<file path="config.mk">
export PLATFORM = sky130hd
export DESIGN_NAME = nibble_counter
export DESIGN_NICKNAME = d
export VERILOG_FILES = /design/src/rtl/nibble_counter.sv
export SDC_FILE = /design/constraint.sdc
export NUM_CORES = 1
export LEC_CHECK = 0
export BUFFER_PORTS_ARGS = -buffer_cell sky130_fd_sc_hd__buf_4
export CELL_PAD_IN_SITES_DETAIL_PLACEMENT = 1
export CELL_PAD_IN_SITES_GLOBAL_PLACEMENT = 1
export CORE_MARGIN = 5
export CORE_UTILIZATION = 44
export DETAILED_ROUTE_END_ITERATION = 10
export GPL_TIMING_DRIVEN = 0
export PLACE_DENSITY = 0.78
export SLEW_MARGIN = 20
export SYNTH_ARGS = -nofsm -noshare
export SYNTH_HDL_FRONTEND = slang
export SYNTH_SLANG_ARGS = --single-unit
export TNS_END_PERCENT = 100
</file>
<file path="constraint.sdc">
create_clock -name CLK -period 2.7 [get_ports CLK]
set_input_delay 0.135 -clock CLK [delete_from_list [all_inputs] [get_ports CLK]]
set_output_delay 0.135 -clock CLK [all_outputs]
set_load 0.005 [all_outputs]
</file>
<file path="src/rtl/nibble_counter.sv">
// Prescaled 16-bit up/down counter exposing four hex digits,
// step/wrap pulses and a leading-zero blanking mask.
module nibble_counter #(
  parameter int unsigned DIV = 50000000
) (
  input  logic        CLK,
  input  logic        RST_N,
  input  logic        EN,
  input  logic        UP,
  input  logic        CLR,
  input  logic        LOAD,
  input  logic [15:0] LOAD_VAL,
  output logic [3:0]  DIG0,
  output logic [3:0]  DIG1,
  output logic [3:0]  DIG2,
  output logic [3:0]  DIG3,
  output logic        TICK,
  output logic        WRAP,
  output logic [3:0]  BLANK
);

  localparam int PW = (DIV > 1) ? $clog2(DIV) : 1;
  localparam logic [PW-1:0] LAST = PW'(DIV - 1);

  logic [PW-1:0] pre;
  logic [15:0]   value;
  logic          pre_end;
  logic          step;
  logic          edge_val;

  assign pre_end  = (pre == LAST);
  assign step     = EN && pre_end && !CLR && !LOAD;
  // value about to roll over in the current direction
  assign edge_val = UP ? (value == 16'hFFFF) : (value == 16'h0000);

  always_ff @(posedge CLK or negedge RST_N) begin
    if (!RST_N) begin
      value <= '0;
      pre   <= '0;
      TICK  <= 1'b0;
      WRAP  <= 1'b0;
    end else if (CLR) begin
      value <= '0;
      pre   <= '0;
      TICK  <= 1'b0;
      WRAP  <= 1'b0;
    end else if (LOAD) begin
      value <= LOAD_VAL;
      pre   <= '0;
      TICK  <= 1'b0;
      WRAP  <= 1'b0;
    end else begin
      TICK <= step;
      WRAP <= step && edge_val;
      if (EN) begin
        pre <= pre_end ? '0 : pre + PW'(1);
      end
      if (step) begin
        value <= UP ? value + 16'd1 : value - 16'd1;
      end
    end
  end

  assign DIG0 = value[3:0];
  assign DIG1 = value[7:4];
  assign DIG2 = value[11:8];
  assign DIG3 = value[15:12];

  assign BLANK[3] = (DIG3 == 4'd0);
  assign BLANK[2] = BLANK[3] && (DIG2 == 4'd0);
  assign BLANK[1] = BLANK[2] && (DIG1 == 4'd0);
  assign BLANK[0] = 1'b0;

endmodule

</file>
==> qor_table.md <==
| Result | This run |
| --- | --- |
| Distinct cell type count of the synthesized netlist | 64 |
| Critical path data arrival time | 2740 ps |
| Number of setup violations in the final report | 0 |
| Share of the cycle needed by the critical path after routing | 94.7% |
| Cell area power density | 395 nW/um2 |
| Final weighted congestion in routability-driven placement | 0.874 |
| Number of hold violations in the final report | 0 |
| Syn_area_per_cell | 8.44 um2 |
| WS Path Type | reg -> reg |
| Max Clk Rate | 0.391 GHz |
| Number of pins with negative max-slew slack in the final report | 0 |
| Ys Warns | 0 |
| Dominant cell type by area after synthesis | dfrtp_1 |
| Count of input and output buffers | 40 |
| Die Area | 9200 um2 |
| Reg-to-reg setup timing slack | 140 ps |
| Fraction of registers with async set or reset after synthesis | 100% |
| Syn Inst Count | 385 |
| Final critical path time including I/O delays and setup | 2560 ps |
| Ant. Diodes | 0 |
| Root Buffer | clkbuf_8 |
| CTS tree | yes |
| Number of enable flip-flop cells after synthesis | 0 |
| Depth of the worst register-to-register path | 8 |
| Hold wc startpoint | LOAD_VAL[10] |
| Drt first-iter violations | 186 |
| Setup repair after global routing missed its margin | no |
| Slew @ Worst Pin | 831 ps |
| Kind of end point of the critical path | flip-flop |
| Pin count of the biggest net entering global routing | 45 |
| CP max FO | 6 |
| Clock transition time at the flip-flop clock pins of the worst setup and hold paths | 100 ps |
| Chip height | 95.9 um |
| Starting Density | 45.0% |
| Fraction of the yosys area taken by sequential cells | 33.9% |
| End point of the worst hold path | value[10] |
| Routed via count divided by cell count | 6.09 |
| Vias in the first global route | 3,394 |
| Worst Hold Depth | 3 |
| Worst r2r dst | value[14] |
| Placed cell area | 3670 um2 |
| Leading post-synthesis cells by cell area | dfrtp_1 (34%), o21ai_0 (6.8%), ha_1 (5.8%), nand2_1 (4.7%), a21oi_1 (3.2%) |
| Vias after detailed routing | 3,254 |
| Total routing usage reported by global routing | 24.0% |
| Type of the worst min-delay path | in -> reg |
| First-pass GRT wire length | 17,100 um |
| Area share of fa/ha/maj cells after synthesis | 6.39% |
| Fin nets | 472 |
| Leakage component of the power | 1.65 nW |
| Core area | 7210 um2 |
| Detailed-router iteration count before antenna repair | 4 |
| Critical path startpoint category | flip-flop |
| Row cnt | 31 |
| Wire length per cell | 19.5 um |
| Max-slew headroom at the worst pin | 44.4% |
| Top-area cell type share of the netlist area | 33.9% |
| Syn Std Cell Area | 3250 um2 |
| Number of nets with antenna violations after detailed routing | 0 |
| Clock H-tree levels | 2 |
| Worst clock skew | 11.2 ps |
| Worst-case hold slack | 39.1 ps |
| Count of boundary I/O pins | 44 |
| Start of the worst register-to-register path | value[1] |
| Count of max-cap constraint violations | 0 |
| Crit. Startpoint | value[1] |
| Worst voltage drop across the vdd grid | 0.000172 V |
| Number of DRC violations after detailed routing | 0 |
| Primary FF master, synth | dfrtp_1 |
| Initial antenna violation count | 0 |
| Yosys reg bits | 44 |
| Final core area utilization | 52.7% |
| Layout cells sized above 1 | 16.8% |
| Final Power | 1.50 mW |
| Clock insertion delay at the later pin of the skew report | 310 ps |
| Post-DP HPWL | 7650 um |
| CTS buffer count | 5 |
| Relative area change from synthesis to final layout | 17.0% |
| WL final | 10,400 um |
| Area fraction in compound gates after synthesis | 24.6% |
| CP required | 2880 ps |
| Xor and xnor area share after synthesis | 2.43% |
| Simple-gate share of the synthesized area | 27.7% |
| Clock tree sinks | 44 |
| Run status | finished, final reports clean |
| Final-layout fill cell count | 914 |
| Dominant combinational cell family by area after synthesis | simple AND/OR/NAND/NOR gates |
| Post-synth net total | 423 |
| Remaining global-route overflow | 0 |
| Width of the chip | 95.9 um |
| Mux share of post-synthesis cell area | 0.308% |
| Buffer depth of the longest clock path | 2 |
| Layout Cell Area excl Fill | 3800 um2 |
[cells in the mapped netlist (8+ instances only)]
master    number
and3_1        11
nor3_1         8
clkbuf_1      10
nand3_1       21
nand2_1       41
a21oi_1       21
o21ai_0       44
ha_1          15
a31oi_1        8
inv_1         12
dfrtp_1       44
nor2_1        28
nor4_1         9
[cells in the final DEF, fill, tap and decap left out, drive strengths merged, types with 4 or more instances in the layout]
cell    count
buf        45
o21ai      44
dfrtp      44
nand2      41
nor2       28
nand3      22
a21oi      21
clkbuf     17
ha         15
inv        12
and3       11
and2       11
nor3       10
nor4        9
a31oi       8
a211oi      7
o31ai       7
nand4       7
xor2        5
a32oi       5
and4        5
o21a        4
a21o        4
xnor2       4
[layer usage]
| metal | up-vias | part of all wire (%) | GRT usage [%] |
|---|---|---|---|
| li1 | 1548 | - | - |
| met1 | 1640 | 48 | 33.6 |
| met2 | 58 | 47 | 39.7 |
| met3 | 8 | 3.6 | 3.28 |
| met4 | 0 | 0.82 | 4.38 |
| met5 | - | 0 | 0 |
[worst max-delay path: stages (launching register included)]
cell and delay (ps):
dfrtp_1 490, inv_1 90, fa_1 410, nor2b_1 220, o2111ai_2 210, a21oi_2 290, o2111ai_1 190, a2111oi_1 430
nor3b_1 100
[cell type report]
cell class,instances,area (um2),share of cell area (%)
sequential,44,1100,29.0
tap,99,124,3.26
inverter,12,45.0,1.18
clock inverter,2,15.0,0.395
buffer,17,104,2.73
clock buffer,6,82.6,2.17
timing repair buffer,42,318,8.36
multi-input combinational,312,2010,52.9
[what timing repair did]
item | in CTS | in global routing
setup buffers | 0 | 1
resized for setup | 1 | 5
endpoints found under the setup margin | 1 | 10
hold buffers | 1 | 0
hold endpoints to repair | 44 | 0
pin swaps | 1 | 1
[state kept, by name, summed over array words and instances (netlist names)]
name,count
pre,26
value,16
TICK,1
WRAP,1
[through the flow]
stage	worst slack (ps)	setup TNS, ps	instances
after floorplan	421	0	385
after global placement	-79.7	-79.7	524
after detailed placement	-202	-251	524
after CTS	7.65	0	533
after global routing	35.7	0	534
final	143	0	534
[power breakdown]
group          switching, mW  internal [mW]
logic                  0.191          0.140
clock network          0.259          0.208
registers             0.0297          0.674
total                  0.480           1.02
[worst max path at each step]
stage	depth (start not counted)	slack, ps	end
finish	8	140	value[14]
global route	8	40	pre[21]
CTS	8	8	value[14]
detailed placement	9	-200	value[14]
global placement	9	-80	value[14]
floorplan	8	420	value[14]
[logic make-up (layout without fill, tap and decap cells)]
logic type | Yosys count | in the layout
and+or+nand+nor | 161 | 161
AOI/OAI and AO/OA | 124 | 124
DFF | 44 | 44
buffers and inverters | 29 | 79
adders and majority gates | 16 | 16
xor gates and xnor gates | 9 | 9
other | 1 | 1
muxes | 1 | 1
(Power assumes the default switching activity.)
